$ cat src/rtl/counters_pkg.sv
// Shared definitions for the LFSR counter family: FSM states, standard tap
// masks and a width-generic reference next-state function.
package counters_pkg;

   typedef enum logic [1:0] {
      IDLE   = 2'd0,
      SEARCH = 2'd1,
      DONE   = 2'd2
   } state_e;

   localparam logic [15:0] LFSR_TAPS_16 = 16'hD008;
   localparam logic [31:0] LFSR_TAPS_32 = 32'h80200003;

   // XNOR LFSR step on the low 'width' bits (width 1..32); upper bits are returned as zero.
   function automatic logic [31:0] lfsr_next(input logic [31:0] state,
                                             input logic [31:0] taps,
                                             input int unsigned width);
      logic [31:0] mask;
      logic        fb;
      mask      = (width >= 32) ? 32'hFFFF_FFFF : ((32'h1 << width) - 32'h1);
      fb        = ~^(state & taps & mask);
      lfsr_next = ((state << 1) | {31'h0, fb}) & mask;
   endfunction

endpackage

$ cat src/rtl/lfsr_step.sv
// Combinational single step of an XNOR LFSR; shared with lfsr_counter.
module lfsr_step
   import counters_pkg::*;
#(
   parameter int unsigned       WIDTH = 16,
   parameter logic [WIDTH-1:0]  TAPS  = LFSR_TAPS_16
) (
   input  logic [WIDTH-1:0] i_lfsr,
   output logic [WIDTH-1:0] o_nxt
);

   assign o_nxt = {i_lfsr[WIDTH-2:0], ~^(i_lfsr & TAPS)};

endmodule

$ cat src/rtl/lfsr_index_decoder.sv
// Decodes an XNOR-LFSR state to its step index from seed 0 by stepping a
// reference LFSR until it matches the registered target.
module lfsr_index_decoder
   import counters_pkg::*;
#(
   parameter int unsigned       WIDTH = 16,
   parameter logic [WIDTH-1:0]  TAPS  = LFSR_TAPS_16
) (
   input  logic             clk,
   input  logic             reset,
   input  logic             in_valid,
   output logic             in_ready,
   input  logic [WIDTH-1:0] in_lfsr,
   output logic             out_valid,
   input  logic             out_ready,
   output logic [WIDTH-1:0] out_index,
   output logic             out_err
);

   localparam logic [WIDTH-1:0] ZERO     = {WIDTH{1'b0}};
   localparam logic [WIDTH-1:0] ONE      = {{(WIDTH-1){1'b0}}, 1'b1};
   localparam logic [WIDTH-1:0] ALL_ONES = {WIDTH{1'b1}};
   // Last index of the period (P-1 = 2^WIDTH-2); the counter never goes past it.
   localparam logic [WIDTH-1:0] CNT_LAST = {{(WIDTH-1){1'b1}}, 1'b0};

   state_e           r_state;
   logic [WIDTH-1:0] r_lfsr;
   logic [WIDTH-1:0] r_cnt;
   logic [WIDTH-1:0] r_target;
   logic [WIDTH-1:0] r_index;
   logic             r_err;
   logic             r_in_ready;
   logic             r_out_valid;

   logic [WIDTH-1:0] w_nxt;
   logic             w_hit;
   logic             w_last;

   lfsr_step #(
      .WIDTH (WIDTH),
      .TAPS  (TAPS)
   ) u_step (
      .i_lfsr (r_lfsr),
      .o_nxt  (w_nxt)
   );

   assign w_hit  = (r_lfsr == r_target);
   assign w_last = (r_cnt == CNT_LAST);

   // Search FSM and datapath; handshake flags are registered alongside the state.
   always_ff @(posedge clk or posedge reset) begin
      if (reset) begin
         r_state     <= IDLE;
         r_lfsr      <= ZERO;
         r_cnt       <= ZERO;
         r_target    <= ZERO;
         r_index     <= ZERO;
         r_err       <= 1'b0;
         r_in_ready  <= 1'b1;
         r_out_valid <= 1'b0;
      end else begin
         case (r_state)
            IDLE: begin
               if (in_valid && r_in_ready) begin
                  r_target   <= in_lfsr;
                  r_lfsr     <= ZERO;
                  r_cnt      <= ZERO;
                  r_in_ready <= 1'b0;
                  // The all-ones lockup state is never reached from seed 0.
                  if (in_lfsr == ALL_ONES) begin
                     r_err       <= 1'b1;
                     r_index     <= ALL_ONES;
                     r_out_valid <= 1'b1;
                     r_state     <= DONE;
                  end else begin
                     r_state <= SEARCH;
                  end
               end
            end
            SEARCH: begin
               if (w_hit) begin
                  r_index     <= r_cnt;
                  r_err       <= 1'b0;
                  r_out_valid <= 1'b1;
                  r_state     <= DONE;
               end else if (w_last) begin
                  r_index     <= ALL_ONES;
                  r_err       <= 1'b1;
                  r_out_valid <= 1'b1;
                  r_state     <= DONE;
               end else begin
                  r_lfsr <= w_nxt;
                  r_cnt  <= r_cnt + ONE;
               end
            end
            DONE: begin
               if (out_ready) begin
                  r_out_valid <= 1'b0;
                  r_in_ready  <= 1'b1;
                  r_state     <= IDLE;
               end
            end
            default: begin
               r_out_valid <= 1'b0;
               r_in_ready  <= 1'b1;
               r_state     <= IDLE;
            end
         endcase
      end
   end

   assign in_ready  = r_in_ready;
   assign out_valid = r_out_valid;
   assign out_index = r_index;
   assign out_err   = r_err;

endmodule

$ cat config.mk
export PLATFORM = sky130hd
export DESIGN_NAME = lfsr_index_decoder
export DESIGN_NICKNAME = d
export VERILOG_FILES = /design/src/rtl/counters_pkg.sv /design/src/rtl/lfsr_step.sv /design/src/rtl/lfsr_index_decoder.sv
export SDC_FILE = /design/constraint.sdc
export NUM_CORES = 1
export LEC_CHECK = 0
export CAP_MARGIN = 20
export CORE_ASPECT_RATIO = 0.6
export CORE_MARGIN = 8
export CORE_UTILIZATION = 45
export CTS_BUF_LIST = sky130_fd_sc_hd__clkbuf_4 sky130_fd_sc_hd__clkbuf_8
export DETAILED_ROUTE_END_ITERATION = 6
export GPL_TIMING_DRIVEN = 0
export PLACE_DENSITY = 0.69
export SYNTH_ARGS = -nofsm -noshare
export SYNTH_HDL_FRONTEND = slang
export SYNTH_SLANG_ARGS = --single-unit
$ cat constraint.sdc
create_clock -name clk -period 3 [get_ports clk]
set_input_delay 0.6 -clock clk [delete_from_list [all_inputs] [get_ports clk]]
set_output_delay 0.6 -clock clk [all_outputs]
set_load 0.03 [all_outputs]
==> results of run 1 <==
worst paths after layout:
| kind | start | to | slack, ns | depth (start not counted) |
|---|---|---|---|---|
| setup / recovery | in_lfsr[7] | out_index[5] | 0.55 | 7 |
| hold / removal | out_index[8] | out_index[8] | 0.49 | 1 |
| setup reg to reg | r_lfsr[5] | out_index[5] | 0.85 | 7 |
| hold reg to reg | out_index[8] | out_index[8] | 0.49 | 1 |
| max in group asynchronous | reset | r_cnt[9] | 1.66 | 2 |
| min in group asynchronous | reset | r_target[9] | 0.77 | 2 |
cells in the mapped netlist, types with 2 or more instances:
master     instances  area share, %
a21oi_1            2           0.31
inv_1              4           0.46
o21ai_0            3           0.46
o211ai_1           2           0.46
nor3_1             2           0.31
a22o_1            18            4.8
nor2_1             8           0.92
clkbuf_2           2           0.31
o22a_1            17            4.6
buf_4              4           0.92
dfrtp_1           68             52
and4_1             3           0.81
o2bb2ai_1          2           0.54
mux2_2            17            5.9
buf_2              5           0.77
xor2_1            21            5.6
nor2b_1            2           0.38
nand3_1            6           0.92
buf_6              3            1.0
nor4_2             4            1.5
and3_1             6            1.2
nand4_1            9            1.7
ha_1               2           0.77
a21o_1             2           0.46
nand2_1            9            1.0
nor4_1             2           0.38
a221o_1            7            2.2
critical path, stage by stage:
cell and delay, ns:
clkdlybuf4s50_1 0.49, nand4_1 0.15, nor4_1 0.59, a21oi_1 0.27, a21oi_4 0.29, buf_6 0.19
o22a_1 0.14
power breakdown:
part	internal, mW	switching [mW]
registers	1.16	0.211
clock network	0.573	0.352
logic	0.454	0.525
placed cells by master, fill, tap and decap left out, types with 2 or more instances in the layout:
cell type | Yosys | final
a21o_1 | 2 | 2
a21oi_1 | 2 | 2
a221o_1 | 7 | 7
a22o_1 | 18 | 18
and3_1 | 6 | 6
and4_1 | 3 | 3
buf_2 | 5 | 5
buf_4 | 4 | 4
buf_6 | 3 | 3
bufinv_16 | 0 | 3
clkbuf_2 | 2 | 2
clkbuf_8 | 0 | 10
clkdlybuf4s50_1 | 0 | 38
clkinvlp_4 | 0 | 2
dfrtp_1 | 68 | 68
ha_1 | 2 | 2
inv_1 | 4 | 3
mux2_2 | 17 | 17
nand2_1 | 9 | 9
nand3_1 | 6 | 6
nand4_1 | 9 | 9
nor2_1 | 8 | 8
nor2b_1 | 2 | 2
nor3_1 | 2 | 2
nor4_1 | 2 | 2
nor4_2 | 4 | 4
o211ai_1 | 2 | 2
o21ai_0 | 3 | 3
o22a_1 | 17 | 17
o2bb2ai_1 | 2 | 2
xor2_1 | 21 | 21
sequential cells by signal (all words and copies together), names as in the netlist:
name       cells
out_index     16
in_ready       1
r_cnt         16
r_target      16
r_lfsr        16
r_state        2
out_valid      1
out_err        1
cells by family (layout without fill, tap and decap cells):
group                    after synthesis  after routing  share of synthesized area (%)
AO/OA/AOI/OAI                         64             64                           16.9
XOR/XNOR                              22             22                           5.91
adder cells (fa/ha/maj)                2              2                          0.768
buffers and inverters                 19             73                           3.61
flip-flops                            69             69                           53.0
multiplexers                          18             18                           6.34
AND/OR/NAND/NOR                       64             64                           13.5
per-layer routing:
layer | GRT usage (%) | part of all wire [%] | vias up
li1 | - | - | 1080
met1 | 21.2 | 51 | 1144
met2 | 22.1 | 43 | 54
met3 | 4.73 | 5.3 | 6
met4 | 5.24 | 0.95 | 0
met5 | 0 | 0 | -
per-stage QoR:
stage          instances  hold slack [ns]  cell area (um2)
5_1_grt              403            0.502             4000
2_1_floorplan        258            0.499             3260
3_3_place_gp         387            0.472             3750
3_5_place_dp         387            0.476             3750
4_1_cts              403            0.494             4000
6_report             403            0.489             4000
area by class of cell:
| class | count | area share (%) |
|---|---|---|
| Inverter | 4 | 0.438 |
| Clock buffer | 10 | 3.44 |
| Buffer | 15 | 2.56 |
| Multi-Input combinational cell | 170 | 35.3 |
| Timing Repair Buffer | 38 | 9.50 |
| Sequential cell | 69 | 43.2 |
| Tap cell | 91 | 2.84 |
| Clock inverter | 6 | 2.75 |
==> impl_metrics.prom, run 1 <==
# TYPE chip_impl_metric gauge
chip_impl_metric{name="timing.slew.headroom",unit="%"} 43.6
chip_impl_metric{name="dpl_worst_slack",unit="ns"} 0.173
chip_impl_metric{name="yosysUniqueCellTypes",unit=""} 55
chip_impl_info{name="critical_path_class",value="in -> reg"} 1
chip_impl_metric{name="fp.dieH",unit="um"} 81.9
chip_impl_metric{name="power_density",unit="mW/mm2"} 818
chip_impl_metric{name="layout.nets",unit=""} 329
chip_impl_metric{name="port_buffers",unit=""} 38
chip_impl_metric{name="max-clock-path-buffers",unit=""} 2
chip_impl_info{name="run_status",value="finished clean"} 1
chip_impl_info{name="cts_tree",value="yes"} 1
chip_impl_metric{name="layout_filler_cell_count",unit=""} 602
chip_impl_metric{name="final_critical_path_share_of_the_clock_period",unit="%"} 81.8
chip_impl_metric{name="postSynth.asyncResetShare",unit="%"} 100
chip_impl_info{name="rsz_0062_raised_after_global_routing",value="false"} 1
chip_impl_metric{name="fmaxAchievable",unit="GHz"} 0.408
chip_impl_metric{name="cts.repair_timing.setup_buffer_count",unit=""} 0
chip_impl_metric{name="ys.warnings.count",unit=""} 0
chip_impl_metric{name="utilization",unit="%"} 56.0
chip_impl_metric{name="final-max-slew-violation-count",unit=""} 0
chip_impl_metric{name="fp.coreArea",unit="mm2"} 0.00715
chip_impl_metric{name="areaGrowthSynthToFinish",unit="%"} 22.8
chip_impl_metric{name="syn_area",unit="mm2"} 0.00326
chip_impl_metric{name="detailedRoute.firstIterationViolations",unit=""} 119
chip_impl_metric{name="cts.htree.levels",unit=""} 3
chip_impl_info{name="startpoint_type",value="primary input"} 1
chip_impl_metric{name="maximum_resistive_drop_on_vdd",unit="mV"} 0.483
chip_impl_metric{name="antenna_found_initial",unit=""} 0
chip_impl_metric{name="ff_latch_area",unit="mm2"} 0.00173
chip_impl_metric{name="required_time_of_the_critical_path",unit="ns"} 3.27
chip_impl_metric{name="antenna_left",unit=""} 0
chip_impl_metric{name="diodes",unit=""} 0
chip_impl_metric{name="drive_gt1_share",unit="%"} 20.5
chip_impl_metric{name="die_x",unit="um"} 126
chip_impl_metric{name="detail_route.wirelength",unit="um"} 7340
chip_impl_metric{name="shortest_clock_period_the_worst_path_allows_after_layout",unit="ns"} 2.45
chip_impl_metric{name="synth_edf_count",unit=""} 0
chip_impl_metric{name="drcViolationCount",unit=""} 0
chip_impl_metric{name="fin_tns_setup",unit="ns"} 0
chip_impl_metric{name="setup_ws",unit="ns"} 0.547
chip_impl_metric{name="grt_pass1_vias",unit=""} 2358
chip_impl_info{name="timing.hold.worst.class",value="reg -> reg"} 1
chip_impl_info{name="buffer_cell_driving_the_clock_tree_root",value="clkbuf_8"} 1
chip_impl_metric{name="gr-usage-all-layers",unit="%"} 15.2
chip_impl_metric{name="die_ar",unit="mm2"} 0.0103
chip_impl_metric{name="postSynthRegisterBits",unit=""} 69
chip_impl_metric{name="gp_routability_congestion",unit=""} 0.819
chip_impl_metric{name="multiInputGateArea",unit="mm2"} 0.00141
chip_impl_info{name="synthFlopType",value="dfrtp_1"} 1
chip_impl_metric{name="worst-slew-pin-transition",unit="ns"} 0.846
chip_impl_metric{name="grt_first_pass_wirelength",unit="um"} 12300
chip_impl_metric{name="clock_pin_slew_reported_for_the_worst_setup_and_hold_paths_after_clock_tree_synthesis",unit="ns"} 0.07
chip_impl_metric{name="post_cts_resized",unit=""} 0
chip_impl_metric{name="syn-instance-count",unit=""} 258
chip_impl_info{name="worstSetupEndpointType",value="register"} 1
chip_impl_metric{name="cts.sink_count",unit=""} 69
chip_impl_metric{name="critical_path_peak_fanout",unit=""} 10
chip_impl_metric{name="post_drt_wl_per_cell",unit="um"} 18.2
chip_impl_metric{name="cts-hold-fix-buffers",unit=""} 0
chip_impl_metric{name="finClkSkew",unit="ns"} 0.00988
chip_impl_metric{name="lkg_pwr",unit="nW"} 1.78
chip_impl_metric{name="grt_max_degree",unit=""} 70
chip_impl_metric{name="max_cap_viol_count",unit=""} 0
chip_impl_metric{name="ioPinCount",unit=""} 39
chip_impl_metric{name="detail_route.vias_per_cell",unit=""} 5.67
chip_impl_metric{name="worst_skew_pair.late_latency",unit="ns"} 0.34
chip_impl_metric{name="grt_overflow",unit=""} 0
chip_impl_metric{name="mean_area_per_synthesized_cell",unit="um2"} 12.6
chip_impl_metric{name="synth.net_count",unit=""} 280
chip_impl_metric{name="arrival",unit="ns"} 2.73
chip_impl_metric{name="placementRows",unit=""} 24
chip_impl_metric{name="cts_made_buffers",unit=""} 9
chip_impl_metric{name="dp_hpwl",unit="um"} 5360
chip_impl_metric{name="synth.yosys.seq_area_share",unit="%"} 53.0
chip_impl_metric{name="starting_utilization_of_the_core_area",unit="%"} 45.6
chip_impl_metric{name="report.final.setup_viol",unit=""} 0
chip_impl_metric{name="finalHoldViolations",unit=""} 0
chip_impl_metric{name="design_power_total",unit="mW"} 3.27
chip_impl_metric{name="detail_route.first_pass.iterations",unit=""} 4
chip_impl_metric{name="dr_total_vias",unit=""} 2284
Note: power is estimated with default switching activity, not from simulation.
==> run 2: changes to the inputs <==
--- a/config.mk
+++ b/config.mk
@@ -12,7 +12,7 @@
 export CTS_BUF_LIST = sky130_fd_sc_hd__clkbuf_4 sky130_fd_sc_hd__clkbuf_8
 export DETAILED_ROUTE_END_ITERATION = 6
 export GPL_TIMING_DRIVEN = 0
-export PLACE_DENSITY = 0.69
+export PLACE_DENSITY = 0.71
 export SYNTH_ARGS = -nofsm -noshare
 export SYNTH_HDL_FRONTEND = slang
 export SYNTH_SLANG_ARGS = --single-unit
==> constraint.sdc (replaced) <==
create_clock -name clk -period 2.1 [get_ports clk]
set_input_delay 0.42 -clock clk [delete_from_list [all_inputs] [get_ports clk]]
set_output_delay 0.42 -clock clk [all_outputs]
set_load 0.03 [all_outputs]
==> run 2 against run 1 <==
Non-clock buffer count is 1 higher; routed wire length is 2.3% higher; global-route usage is 0.21 points higher; count of clock-buffer cells in the layout stayed put; clock power is 28% higher; worst setup slack worse by 0.51 ns; worst hold slack better by 0.0020 ns; total power is 39% higher; core utilization is 0.25 points higher; critical endpoint is now r_cnt[0]; largest power group unchanged.
==> impl_metrics.prom, run 2 (synthesized netlist as in run 1, its figures left out) <==
# TYPE chip_impl_metric gauge
chip_impl_metric{name="dr_total_vias",unit=""} 2294
chip_impl_metric{name="post_layout_nonfiller_instances",unit=""} 404
chip_impl_info{name="cell_by_cell_trace_of_the_critical_path",value="xor2_1, nor4_2, and4_1, buf_6, nor2_4, buf_6, mux2_4"} 1
chip_impl_info{name="mostFrequentLayoutCells",value="68 x dfrtp_1, 38 x clkdlybuf4s50_1, 21 x xor2_1"} 1
chip_impl_metric{name="dpl.cell_count",unit=""} 388
chip_impl_metric{name="arrival",unit="ns"} 2.28
chip_impl_metric{name="max_cap_viol_count",unit=""} 0
chip_impl_metric{name="die_x",unit="um"} 126
chip_impl_metric{name="worst-slew-pin-transition",unit="ns"} 0.856
chip_impl_metric{name="dpl_cell_area",unit="mm2"} 0.00378
chip_impl_info{name="layout_commonest_cell",value="dfrtp_1"} 1
chip_impl_metric{name="fp.dieH",unit="um"} 81.9
chip_impl_metric{name="grt_overflow",unit=""} 0
chip_impl_metric{name="final-max-slew-violation-count",unit=""} 0
chip_impl_info{name="cts_tree",value="yes"} 1
chip_impl_metric{name="fp.coreArea",unit="mm2"} 0.00715
chip_impl_info{name="buffer_cell_driving_the_clock_tree_root",value="clkbuf_8"} 1
chip_impl_info{name="cell_seen_most_often_among_critical_path_stages",value="buf_6"} 1
chip_impl_metric{name="final_critical_path_share_of_the_clock_period",unit="%"} 98.1
chip_impl_metric{name="cts.htree.levels",unit=""} 3
chip_impl_metric{name="maximum_resistive_drop_on_vdd",unit="mV"} 0.586
chip_impl_metric{name="post_drt_wl_per_cell",unit="um"} 18.6
chip_impl_metric{name="ioPinCount",unit=""} 39
chip_impl_metric{name="drive_gt1_share",unit="%"} 21.7
chip_impl_metric{name="die_ar",unit="mm2"} 0.0103
chip_impl_metric{name="max-clock-path-buffers",unit=""} 2
chip_impl_metric{name="finClkSkew",unit="ns"} 0.00654
chip_impl_metric{name="gp_routability_congestion",unit=""} 0.809
chip_impl_info{name="worstSetupEndpointType",value="register"} 1
chip_impl_metric{name="max_stage_delay",unit="ns"} 0.44
chip_impl_metric{name="starting_utilization_of_the_core_area",unit="%"} 45.6
chip_impl_metric{name="lkg_pwr",unit="nW"} 1.78
chip_impl_metric{name="port_buffers",unit=""} 38
chip_impl_metric{name="detail_route.vias_per_cell",unit=""} 5.68
chip_impl_metric{name="diodes",unit=""} 0
chip_impl_metric{name="finalHoldViolations",unit=""} 0
chip_impl_metric{name="shortest_clock_period_the_worst_path_allows_after_layout",unit="ns"} 2.06
chip_impl_metric{name="gr-usage-all-layers",unit="%"} 15.5
chip_impl_metric{name="critical_path.n_buffers_inverters",unit=""} 2
chip_impl_metric{name="final_design_area_no_fill",unit="mm2"} 0.00402
chip_impl_metric{name="grt_max_degree",unit=""} 41
chip_impl_metric{name="power_density",unit="mW/mm2"} 1130
chip_impl_info{name="critical_path_class",value="reg -> reg"} 1
chip_impl_info{name="rsz_0062_raised_after_global_routing",value="false"} 1
chip_impl_metric{name="antenna_left",unit=""} 0
chip_impl_info{name="startpoint_type",value="register"} 1
chip_impl_metric{name="report.final.setup_viol",unit=""} 0
chip_impl_metric{name="antenna_found_initial",unit=""} 0
chip_impl_info{name="top_delay_family_on_crit_path",value="simple AND/OR/NAND/NOR gates"} 1
chip_impl_metric{name="cts-hold-fix-buffers",unit=""} 0
chip_impl_metric{name="placementRows",unit=""} 24
chip_impl_metric{name="critical_path_peak_fanout",unit=""} 10
chip_impl_metric{name="layout.nets",unit=""} 330
chip_impl_info{name="critical_path.slowest_cell",value="nor4_2"} 1
chip_impl_metric{name="fmaxAchievable",unit="GHz"} 0.485
chip_impl_metric{name="grt_pass1_vias",unit=""} 2305
chip_impl_metric{name="required_time_of_the_critical_path",unit="ns"} 2.32
chip_impl_metric{name="utilization",unit="%"} 56.3
chip_impl_metric{name="detailedRoute.firstIterationViolations",unit=""} 95
chip_impl_metric{name="worst_skew_pair.late_latency",unit="ns"} 0.34
chip_impl_metric{name="cts.sink_count",unit=""} 69
chip_impl_info{name="run_status",value="finished clean"} 1
chip_impl_metric{name="timing.slew.headroom",unit="%"} 42.8
chip_impl_metric{name="grt_first_pass_wirelength",unit="um"} 12300
chip_impl_metric{name="dp_hpwl",unit="um"} 5600
chip_impl_metric{name="fin_hold_ws",unit="ns"} 0.491
chip_impl_metric{name="detail_route.wirelength",unit="um"} 7510
chip_impl_metric{name="clock_pin_slew_reported_for_the_worst_setup_and_hold_paths_after_clock_tree_synthesis",unit="ns"} 0.07
chip_impl_metric{name="detail_route.first_pass.iterations",unit=""} 4
chip_impl_info{name="timing.hold.worst.class",value="reg -> reg"} 1
chip_impl_metric{name="cts_made_buffers",unit=""} 9
chip_impl_metric{name="areaGrowthSynthToFinish",unit="%"} 23.4
chip_impl_metric{name="r2r_slack",unit="ns"} 0.04
chip_impl_metric{name="drcViolationCount",unit=""} 0
run 2: through the flow:
step	total power [mW]	setup TNS, ns	setup slack, ns
after floorplan	2.95	0	0.205
after global placement	3.32	-10.67	-0.489
after detailed placement	3.39	-12.42	-0.482
after CTS	4.58	0	0.0349
after global routing	4.81	0	0.00366
final	4.56	0	0.0395
run 2: repair_timing:
action / CTS / global route
resized for setup: 2 / 3
pin swaps: 0 / 1
buffers inserted: 0 / 0
endpoints found under the setup margin: 14 / 25
run 2: cell type report:
class                      instances  area [um2]
timing repair buffer              39         400
inverter                           4        18.8
buffer                            15         106
tap                               91         114
sequential                        69        1730
multi-input combinational        170        1430
fill                             608        3130
clock inverter                     6        87.6
clock buffer                      10         131
run 2: worst register-to-register path, cell delays in order (launching register included):
cell	delay (ns)
dfrtp_1	0.41
xor2_1	0.18
nor4_2	0.44
and4_1	0.28
buf_6	0.15
nor2_4	0.07
buf_6	0.15
mux2_4	0.26
run 2: report_power, final:
| part | switching (mW) | total (mW) | leakage (nW) | internal, mW |
|---|---|---|---|---|
| sequential | 0.293 | 1.95 | 0.827 | 1.66 |
| combinational | 0.771 | 1.43 | 0.854 | 0.658 |
| clock | 0.505 | 1.18 | 0.102 | 0.679 |
| total | 1.57 | 4.56 | 1.78 | 2.99 |
run 2: path summary, 6_finish.rpt:
path	startpoint	endpoint	depth (start not counted)
setup / recovery	r_lfsr[5]	r_cnt[0]	7
hold / removal	out_index[8]	out_index[8]	1
setup reg to reg	r_lfsr[5]	r_cnt[0]	7
hold reg to reg	out_index[8]	out_index[8]	1
max in group asynchronous	reset	r_cnt[9]	3
min in group asynchronous	reset	r_target[9]	2
run 2: routing by layer:
metal	wire length, um	vias up	track usage (%)
li1	-	1077	-
met1	3840	1166	21.6
met2	3240	47	22.8
met3	372	4	4.60
met4	61	0	4.65
met5	0	-	0
